### src/rtl/reg_bus_arbiter.sv
// Two-requester round-robin arbiter for the single-cycle register request bus.
// One access outstanding; acks and read data are routed back to the owner, and hung accesses time out.
module reg_bus_arbiter #(
    parameter int unsigned ADDR_WIDTH = 8,
    parameter int unsigned DATA_WIDTH = 32,
    parameter int unsigned TIMEOUT    = 255
) (
    input  logic                  aclk,
    input  logic                  areset,
    input  logic                  s0_wr_req,
    input  logic                  s0_rd_req,
    input  logic [ADDR_WIDTH-1:0] s0_addr,
    input  logic [DATA_WIDTH-1:0] s0_wdata,
    output logic                  s0_wr_ack,
    output logic                  s0_rd_ack,
    output logic [DATA_WIDTH-1:0] s0_rdata,
    output logic                  s0_err,
    input  logic                  s1_wr_req,
    input  logic                  s1_rd_req,
    input  logic [ADDR_WIDTH-1:0] s1_addr,
    input  logic [DATA_WIDTH-1:0] s1_wdata,
    output logic                  s1_wr_ack,
    output logic                  s1_rd_ack,
    output logic [DATA_WIDTH-1:0] s1_rdata,
    output logic                  s1_err,
    output logic                  m_wr_req,
    output logic                  m_rd_req,
    output logic [ADDR_WIDTH-1:0] m_addr,
    output logic [DATA_WIDTH-1:0] m_wdata,
    input  logic                  m_wr_ack,
    input  logic                  m_rd_ack,
    input  logic [DATA_WIDTH-1:0] m_rdata,
    output logic                  overrun,
    output logic                  timeout
);

    localparam int unsigned CNT_W = (TIMEOUT < 2) ? 1 : $clog2(TIMEOUT + 1);

    typedef enum logic {ST_IDLE, ST_WAIT} state_t;

    typedef struct packed {
        logic                  valid;
        logic                  wr;
        logic [ADDR_WIDTH-1:0] addr;
        logic [DATA_WIDTH-1:0] wdata;
    } slot_t;

    logic [1:0]            req_wr;
    logic [1:0]            req_rd;
    logic [ADDR_WIDTH-1:0] req_addr [2];
    logic [DATA_WIDTH-1:0] req_wdata [2];

    state_t                state_q, state_d;
    slot_t                 slot_q [2];
    slot_t                 slot_d [2];
    logic                  last_q, last_d;
    logic                  owner_q, owner_d;
    logic                  kind_q, kind_d;
    logic [CNT_W-1:0]      cnt_q, cnt_d;
    logic                  m_wr_req_q, m_wr_req_d;
    logic                  m_rd_req_q, m_rd_req_d;
    logic [ADDR_WIDTH-1:0] m_addr_q, m_addr_d;
    logic [DATA_WIDTH-1:0] m_wdata_q, m_wdata_d;
    logic [1:0]            wr_ack_q, wr_ack_d;
    logic [1:0]            rd_ack_q, rd_ack_d;
    logic [1:0]            err_q, err_d;
    logic [DATA_WIDTH-1:0] rdata_q [2];
    logic [DATA_WIDTH-1:0] rdata_d [2];
    logic                  overrun_q, overrun_d;
    logic                  timeout_q, timeout_d;
    logic                  grant;
    logic                  owner_busy;

    assign req_wr       = {s1_wr_req, s0_wr_req};
    assign req_rd       = {s1_rd_req, s0_rd_req};
    assign req_addr[0]  = s0_addr;
    assign req_addr[1]  = s1_addr;
    assign req_wdata[0] = s0_wdata;
    assign req_wdata[1] = s1_wdata;

    assign s0_wr_ack = wr_ack_q[0];
    assign s1_wr_ack = wr_ack_q[1];
    assign s0_rd_ack = rd_ack_q[0];
    assign s1_rd_ack = rd_ack_q[1];
    assign s0_err    = err_q[0];
    assign s1_err    = err_q[1];
    assign s0_rdata  = rdata_q[0];
    assign s1_rdata  = rdata_q[1];
    assign m_wr_req  = m_wr_req_q;
    assign m_rd_req  = m_rd_req_q;
    assign m_addr    = m_addr_q;
    assign m_wdata   = m_wdata_q;
    assign overrun   = overrun_q;
    assign timeout   = timeout_q;

    // Next-state: grant/complete FSM plus per-requester slot intake.
    always_comb begin
        state_d    = state_q;
        slot_d     = slot_q;
        last_d     = last_q;
        owner_d    = owner_q;
        kind_d     = kind_q;
        cnt_d      = cnt_q;
        m_wr_req_d = 1'b0;
        m_rd_req_d = 1'b0;
        m_addr_d   = m_addr_q;
        m_wdata_d  = m_wdata_q;
        wr_ack_d   = 2'b00;
        rd_ack_d   = 2'b00;
        err_d      = 2'b00;
        rdata_d    = rdata_q;
        overrun_d  = overrun_q;
        timeout_d  = 1'b0;
        grant      = 1'b0;
        owner_busy = 1'b0;

        case (state_q)
            ST_IDLE: begin
                if (slot_q[0].valid || slot_q[1].valid) begin
                    if (slot_q[0].valid && slot_q[1].valid) grant = ~last_q;
                    else                                    grant = slot_q[1].valid;
                    m_addr_d             = slot_q[grant].addr;
                    m_wdata_d            = slot_q[grant].wdata;
                    m_wr_req_d           = slot_q[grant].wr;
                    m_rd_req_d           = ~slot_q[grant].wr;
                    kind_d               = slot_q[grant].wr;
                    slot_d[grant].valid  = 1'b0;
                    last_d               = grant;
                    owner_d              = grant;
                    cnt_d                = '0;
                    state_d              = ST_WAIT;
                end
            end
            ST_WAIT: begin
                if ((kind_q && m_wr_ack) || (!kind_q && m_rd_ack)) begin
                    if (kind_q) begin
                        wr_ack_d[owner_q] = 1'b1;
                    end else begin
                        rd_ack_d[owner_q] = 1'b1;
                        rdata_d[owner_q]  = m_rdata;
                    end
                    cnt_d   = '0;
                    state_d = ST_IDLE;
                end else if (cnt_q == CNT_W'(TIMEOUT)) begin
                    // Abort: complete with err and all-ones read data.
                    if (kind_q) begin
                        wr_ack_d[owner_q] = 1'b1;
                    end else begin
                        rd_ack_d[owner_q] = 1'b1;
                        rdata_d[owner_q]  = '1;
                    end
                    err_d[owner_q] = 1'b1;
                    timeout_d      = 1'b1;
                    cnt_d          = '0;
                    state_d        = ST_IDLE;
                end else begin
                    cnt_d = CNT_W'(cnt_q + 1'b1);
                end
            end
            default: state_d = ST_IDLE;
        endcase

        for (int i = 0; i < 2; i++) begin
            owner_busy = (state_q == ST_WAIT) && (owner_q == 1'(i));
            if (req_wr[i] || req_rd[i]) begin
                if (slot_q[i].valid || owner_busy) begin
                    overrun_d = 1'b1;
                end else begin
                    slot_d[i].valid = 1'b1;
                    slot_d[i].wr    = req_wr[i];
                    slot_d[i].addr  = req_addr[i];
                    slot_d[i].wdata = req_wdata[i];
                    if (req_wr[i] && req_rd[i]) overrun_d = 1'b1;
                end
            end
        end
    end

    always_ff @(posedge aclk or posedge areset) begin
        if (areset) begin
            state_q    <= ST_IDLE;
            for (int i = 0; i < 2; i++) begin
                slot_q[i]  <= '0;
                rdata_q[i] <= '0;
            end
            last_q     <= 1'b1;
            owner_q    <= 1'b0;
            kind_q     <= 1'b0;
            cnt_q      <= '0;
            m_wr_req_q <= 1'b0;
            m_rd_req_q <= 1'b0;
            m_addr_q   <= '0;
            m_wdata_q  <= '0;
            wr_ack_q   <= 2'b00;
            rd_ack_q   <= 2'b00;
            err_q      <= 2'b00;
            overrun_q  <= 1'b0;
            timeout_q  <= 1'b0;
        end else begin
            state_q    <= state_d;
            slot_q     <= slot_d;
            rdata_q    <= rdata_d;
            last_q     <= last_d;
            owner_q    <= owner_d;
            kind_q     <= kind_d;
            cnt_q      <= cnt_d;
            m_wr_req_q <= m_wr_req_d;
            m_rd_req_q <= m_rd_req_d;
            m_addr_q   <= m_addr_d;
            m_wdata_q  <= m_wdata_d;
            wr_ack_q   <= wr_ack_d;
            rd_ack_q   <= rd_ack_d;
            err_q      <= err_d;
            overrun_q  <= overrun_d;
            timeout_q  <= timeout_d;
        end
    end

endmodule

### config.mk
export PLATFORM = sky130hd
export DESIGN_NAME = reg_bus_arbiter
export DESIGN_NICKNAME = d
export VERILOG_FILES = /design/src/rtl/reg_bus_arbiter.sv
export SDC_FILE = /design/constraint.sdc
export NUM_CORES = 1
export LEC_CHECK = 0
export CAP_MARGIN = 20
export CORE_AREA = 2 2 137 139
export CTS_CLUSTER_SIZE = 10
export DETAILED_ROUTE_END_ITERATION = 10
export DIE_AREA = 0 0 139 141
export HOLD_SLACK_MARGIN = 0.15
export PLACE_DENSITY_LB_ADDON = 0.08
export RECOVER_POWER = 25
export SYNTH_ARGS = -nofsm -noshare
export SYNTH_HDL_FRONTEND = slang
export SYNTH_SLANG_ARGS = --single-unit
### constraint.sdc
create_clock -name aclk -period 9.2 [get_ports aclk]
set_input_delay 2.3 -clock aclk [delete_from_list [all_inputs] [get_ports aclk]]
set_output_delay 2.3 -clock aclk [all_outputs]
set_load 0.01 [all_outputs]
==> results of run 1 <==
## metal layers
metal	global-route usage [%]	up-vias	share of wire [%]
li1	-	2740	-
met1	27.21	2990	43
met2	34.98	188	49
met3	4.076	33	6.0
met4	6.007	0	2.1
met5	0	-	0
## cell usage after synthesis, types with 2 or more instances
cell,n
nor2_1,7
o21a_1,32
o32a_1,32
and3_1,2
a31oi_1,4
or3_1,35
buf_4,10
and3_2,2
dfrtp_1,209
buf_6,11
mux2i_1,41
inv_1,4
nand2_1,56
o21ai_0,48
nor2b_1,3
xor2_1,2
a21oi_1,7
nand3_1,6
mux2_2,79
nor3_4,3
clkbuf_1,15
nand2b_1,5
a22o_1,3
buf_2,11
## report_power, final
| group | internal (mW) | switching (mW) | total, mW |
|---|---|---|---|
| combinational | 0.991 | 0.766 | 1.76 |
| sequential | 1.37 | 0.268 | 1.64 |
| clock | 0.498 | 0.340 | 0.838 |
| total | 2.86 | 1.37 | 4.24 |
## logic make-up after synthesis
group	after synthesis	share of synthesized area (%)
DFF	210	61.66
AOI/OAI and AO/OA	130	10.95
and+or+nand+nor	126	7.838
muxes	121	15.38
buffers and inverters	51	3.816
xor gates and xnor gates	2	0.2055
adders and majority gates	1	0.1468
## metrics by stage
stage	hold WS [ps]	utilization, %	setup WS [ps]
4_1_cts	475.3	63.95	5111
3_5_place_dp	461.9	60.24	4585
2_1_floorplan	457.4	-	1164
5_1_grt	494.0	64.00	3079
3_3_place_gp	460.1	59.79	4645
6_report	471.4	64.00	3625
## area by class of cell
cell class	count	area [µm²]
clock buffer	34	669.4
clock inverter	1	8.758
multi-input combinational	380	2962
sequential	210	5256
inverter	4	22.52
fill	1383	6576
timing repair buffer	243	2480
tap	234	292.8
## worst min path at each step
stage,depth (start not counted),endpoint,slack (ps)
floorplan,1,slot_q[72],460
global placement,1,overrun,460
detailed placement,1,overrun,460
CTS,1,overrun,480
global route,1,overrun,490
finish,1,overrun,470
## state kept, by name (all words and copies together) (netlist names), 2 cells and up
name and flops:
m_wdata 32, rd_ack_q 2, cnt_q 8, slot_q 84
m_addr 8, s0_rdata 32, wr_ack_q 2, s1_rdata 32
err_q 2
## worst register-to-register path: cells and delay by family, from the launching register on
kind            cells  cell delay, ps
mux                 1             380
simple gates        1             220
compound gates      2            2860
flops               1             520
buf+inv             1            1460
==> results.sh, run 1 <==
export IMPL_status="complete, but fails checks"
export IMPL_violations="max-capacitance violations, max-slew violations"
export IMPL_finalSetupViolations=0
export IMPL_critPathRequiredTime_ps=9560
export IMPL_critPathArrivalTime_ps=5940
export IMPL_tightest_slew_ps=3771
export IMPL_cts_sinks=210
export IMPL_yosysTopAreaCellShare_pct=61.35
export IMPL_final_cell_area_mm2=0.01169
export IMPL_power_leakage_nw=4.808
export IMPL_insertion_delay_ps=500
export IMPL_ctsResizeCount=0
export IMPL_ir_worst_vdd_v=0.0001934
export IMPL_rr_worst_depth=5
export IMPL_total_power_mw=4.238
export IMPL_period_share_pct=60.60
export IMPL_synthDistinctLibCells=38
export IMPL_critical_path_cell_chain="a21boi_0 -> clkbuf_1 -> mux2i_1 -> nor2b_1 -> a21oi_1"
export IMPL_cts_tree="built"
export IMPL_grt_pass1_wl_mm=32.92
export IMPL_drt_iter0_drc=212
export IMPL_fin_crit_ps=5575
export IMPL_rsz0062_at_grt="false"
export IMPL_final_common_cell="clkdlybuf4s50_1"
export IMPL_cts_setup_buffers=0
export IMPL_h_tree_depth=1
export IMPL_crit_cells=5
export IMPL_yosys_top_cells_area="dfrtp_1 (61%), mux2_2 (10%), mux2i_1 (4.8%)"
export IMPL_endpoint="kind_q"
export IMPL_yosysWarnings=0
export IMPL_finalSetupTns_ps=0
export IMPL_nets=985
export IMPL_port_buffers=233
export IMPL_ys_ff_latch=210
export IMPL_grt_usage_pct=20.62
export IMPL_synthesis_area_mm2=0.008524
export IMPL_r2r_start="slot_q[83]"
export IMPL_hp_class="flop to flop"
export IMPL_drive_gt1_share_pct=14.33
export IMPL_place_area_mm2=0.01100
export IMPL_instances_no_fill=1106
export IMPL_synth_edf_count=0
export IMPL_reg2reg_slack_ps=3620
export IMPL_syn_to_final_growth_pct=37.15
export IMPL_synth_async_reset_ratio_pct=100.0
export IMPL_via_per_inst=5.381
export IMPL_grt_max_degree=140
export IMPL_synthFlopType="dfrtp_1"
export IMPL_p_per_area_mw_per_mm2=362.5
export IMPL_dr_pass1_iters=4
export IMPL_worst_path_max_fanout=23
export IMPL_dp_cells=1070
export IMPL_crit_path_start_kind="flop"
export IMPL_worstSetupEndpointType="flop"
export IMPL_wl_per_cell_um=18.32
export IMPL_slew_violations=79
export IMPL_antenna_cells=0
export IMPL_cts_buffers=25
export IMPL_cp_slowest_cell="a21boi_0"
export IMPL_syn_nets=762
export IMPL_final_hold_viol_count=0
export IMPL_drt_wl_total_mm=20.27
export IMPL_slowest_delay_ps=2800
export IMPL_crit_start="slot_q[83]"
export IMPL_path_class="flop to flop"
export IMPL_antenna_found_initial=0
export IMPL_grt_pass1_vias=6193
export IMPL_ant_nets=0
export IMPL_cpLargestDelayFamily="compound AO/OA/AOI/OAI gates"
export IMPL_ctsHoldBuffers=0
export IMPL_initial_core_util_pct=46.66
export IMPL_r2r_end="kind_q"
export IMPL_finClkSkew_ps=8.967
export IMPL_io_pins=234
export IMPL_final_cell_mix="clkdlybuf4s50_1 (228), dfrtp_1 (209), mux2_2 (79), nand2_1 (56), o21ai_0 (47)"
export IMPL_max_slew_margin_rel_pct=-153.7
export IMPL_syn_inst=641
export IMPL_clk_path_buf_depth=3
export IMPL_coreArea_mm2=0.01827
export IMPL_hp_start="overrun"
export IMPL_drc_errors=0
export IMPL_yosysSeqAreaShare_pct=61.66
export IMPL_die_w_um=139
export IMPL_max_cap_viol_count=3
export IMPL_vias=5951
export IMPL_die_area_mm2=0.01960
export IMPL_path_clk_slew_ps=50
export IMPL_grt_overflow_total=0
export IMPL_synth_top_area_cell="dfrtp_1"
export IMPL_gp_congestion=0.7924
export IMPL_crit_buf_inv=1
export IMPL_dp_final_hpwl_mm=13.62
export IMPL_synth_area_per_cell_um2=13.30
export IMPL_max_freq_ghz=0.1794
export IMPL_cts_root_buf="clkbuf_16"
export IMPL_row_count=50
export IMPL_die_y_um=141
Note: power is estimated with default switching activity, not from simulation.
==> run 2, diff against run 1 <==
--- a/config.mk
+++ b/config.mk
@@ -6,10 +6,10 @@
 export NUM_CORES = 1
 export LEC_CHECK = 0
 export CAP_MARGIN = 20
-export CORE_AREA = 2 2 137 139
+export CORE_AREA = 2 2 143 145
 export CTS_CLUSTER_SIZE = 10
 export DETAILED_ROUTE_END_ITERATION = 10
-export DIE_AREA = 0 0 139 141
+export DIE_AREA = 0 0 145 147
 export HOLD_SLACK_MARGIN = 0.15
 export PLACE_DENSITY_LB_ADDON = 0.08
 export RECOVER_POWER = 25
==> constraint.sdc (replaced) <==
create_clock -name aclk -period 4.7 [get_ports aclk]
set_input_delay 1.175 -clock aclk [delete_from_list [all_inputs] [get_ports aclk]]
set_output_delay 1.175 -clock aclk [all_outputs]
set_load 0.01 [all_outputs]
==> run 2 against run 1 <==
Against the previous run: the flow now finishes without violations; via count increased by 0.57%; flip-flop and latch count unchanged; die area increased by 8.8%; global-route usage decreased by 0.61 points; worst hold slack improved by 9.9 ps; utilization decreased by 4.8 points; routed wire length increased by 4.0%; clock-buffer cell count decreased by 3; sequential share of layout area decreased by 0.24 points; combinational power increased by 95%; worst setup slack got worse by 1700 ps.
==> results.sh, run 2 (synthesized netlist as in run 1, its figures left out) <==
export IMPL_status="complete, no violations"
export IMPL_power_leakage_nw=4.825
export IMPL_nets=988
export IMPL_dp_final_hpwl_mm=14.28
export IMPL_via_per_inst=5.241
export IMPL_slowest_delay_ps=1020
export IMPL_grt_pass1_vias=6593
export IMPL_rsz0062_at_grt="false"
export IMPL_h_tree_depth=1
export IMPL_antenna_cells=0
export IMPL_initial_core_util_pct=42.96
export IMPL_finClkSkew_ps=9.636
export IMPL_max_slew_margin_rel_pct=15.64
export IMPL_port_buffers=233
export IMPL_clk_path_buf_depth=3
export IMPL_p_sw_mw=2.705
export IMPL_finalSetupViolations=0
export IMPL_grt_usage_pct=20.01
export IMPL_worst_path_max_fanout=52
export IMPL_insertion_delay_ps=500
export IMPL_path_class="primary input to async pin"
export IMPL_dp_slack_ps=1298
export IMPL_vias=5985
export IMPL_die_y_um=147
export IMPL_grt_use_met2_pct=34.29
export IMPL_finalSetupTns_ps=0
export IMPL_critPathArrivalTime_ps=3190
export IMPL_top_register="slot_q"
export IMPL_final_hold_viol_count=0
export IMPL_cts_root_buf="clkbuf_16"
export IMPL_share_seq_of_total_power_pct=38.9
export IMPL_switching_share_pct=32.69
export IMPL_final_cell_mix="clkdlybuf4s50_1 (230), dfrtp_1 (209), mux2_2 (79), nand2_1 (56), o21ai_0 (47)"
export IMPL_worstSetupEndpointType="async pin"
export IMPL_cts_setup_buffers=0
export IMPL_drc_errors=0
export IMPL_period_share_pct=59.01
export IMPL_fin_crit_ps=2773
export IMPL_die_area_mm2=0.02132
export IMPL_final_common_cell="clkdlybuf4s50_1"
export IMPL_critical_path_cell_chain="dlygate4sd3_1 -> clkinvlp_2 -> clkbuf_2"
export IMPL_path_clk_slew_ps=50
export IMPL_coreArea_mm2=0.01984
export IMPL_gp_congestion=0.7777
export IMPL_ctsHoldBuffers=0
export IMPL_crit_start="areset"
export IMPL_cts_buffers=25
export IMPL_grt_overflow_total=0
export IMPL_use_met3_pct=6.056
export IMPL_slew_violations=0
export IMPL_grt_busiest_layer="met2"
export IMPL_drive_gt1_share_pct=15.02
export IMPL_cpLargestDelayFamily="buffers and inverters"
export IMPL_syn_to_final_growth_pct=37.88
export IMPL_max_cap_viol_count=0
export IMPL_cts_tree="built"
export IMPL_ir_worst_vdd_v=0.0003498
export IMPL_clkPwrFrac_pct=19.7
export IMPL_antenna_found_initial=1
export IMPL_worst_slack_ps=1927
export IMPL_hp_start="m_wdata[13]"
export IMPL_ctsResizeCount=0
export IMPL_p_per_area_mw_per_mm2=704.0
export IMPL_critPathRequiredTime_ps=5110
export IMPL_hp_class="flop to flop"
export IMPL_grt_max_degree=92
export IMPL_cellInternalPower_mw=5.569
export IMPL_cts_sinks=210
export IMPL_ant_nets=0
export IMPL_drt_iter0_drc=285
export IMPL_max_freq_ghz=0.3606
export IMPL_grt_pass1_wl_mm=34.59
export IMPL_largest_reg_flops=84
export IMPL_row_count=52
export IMPL_dr_pass1_iters=4
export IMPL_tightest_slew_ps=1265
export IMPL_cp_slowest_cell="clkbuf_2"
export IMPL_io_pins=234
export IMPL_r2r_start="slot_q[83]"
export IMPL_comb_power_share_pct=41.4
export IMPL_die_w_um=145
export IMPL_crit_buf_inv=3
export IMPL_wl_per_cell_um=18.46
export IMPL_grt_util_met1_pct=24.72
export IMPL_crit_path_start_kind="primary input"
export IMPL_drt_wl_total_mm=21.09
## run 2: cell types whose count changed in the layout (fill, tap and decap cells not counted), moves of 2 or more
cell / before / now
clkdlybuf4s50_1: 228 / 230
buf_4: 4 / 7
dlygate4sd3_1: 5 / 3
clkbuf_1: 10 / 5
## run 2: power by group through the flow
stage / clock (mW) / combinational [mW] / sequential [mW]
floorplan: 0 / 1.87 / 3.31
global placement: 0 / 3.33 / 3.20
detailed placement: 0 / 3.47 / 3.25
CTS: 1.68 / 3.48 / 3.23
global route: 1.76 / 3.72 / 3.34
finish: 1.63 / 3.43 / 3.22
## run 2: path summary, 6_finish.rpt
path | cells after the start | slack [ps] | endpoint
setup / recovery | 3 | 1930 | rd_ack_q[1]
hold / removal | 2 | 480 | m_wdata[13]
setup reg to reg | 4 | 2260 | m_wdata[0]
hold reg to reg | 2 | 480 | m_wdata[13]
max in group aclk | 5 | 1980 | slot_q[8]
min in group asynchronous | 2 | 1180 | s1_rdata[21]
## run 2: routing by layer
metal | up-vias | wire length [µm] | share of wire (%)
li1 | 2745 | - | -
met1 | 3016 | 8837 | 42
met2 | 194 | 10240 | 49
met3 | 28 | 1619 | 7.7
met4 | 2 | 374 | 1.8
met5 | - | 13 | 0.062
## run 2: area by class of cell
class / instances / area [µm²]
Clock buffer: 31 / 658.1
Clock inverter: 1 / 5.005
Multi-Input combinational cell: 380 / 2973
Tap cell: 270 / 337.8
Sequential cell: 210 / 5256
Inverter: 4 / 16.27
Timing Repair Buffer: 246 / 2507
Fill cell: 1619 / 8090
## run 2: worst register-to-register path, stage by stage, from the launching register on
cell	delay, ps
dfrtp_1	520
a21boi_4	890
buf_4	520
mux2i_1	270
o21ai_0	100
## run 2: per-stage QoR
| step | util, % | total power [mW] | area, µm² | cells | hold slack [ps] |
|---|---|---|---|---|---|
| 6_report | 59.23 | 8.275 | 11750 | 1142 | 481.3 |
| 5_1_grt | 59.23 | 8.817 | 11750 | 1142 | 502.7 |
| 4_1_cts | 59.18 | 8.383 | 11740 | 1141 | 481.2 |
| 3_5_place_dp | 55.84 | 6.716 | 11080 | 1109 | 456.1 |
| 3_3_place_gp | 55.42 | 6.524 | 11000 | 1106 | 461.0 |
| 2_1_floorplan | - | 5.186 | 8528 | 641 | 457.4 |
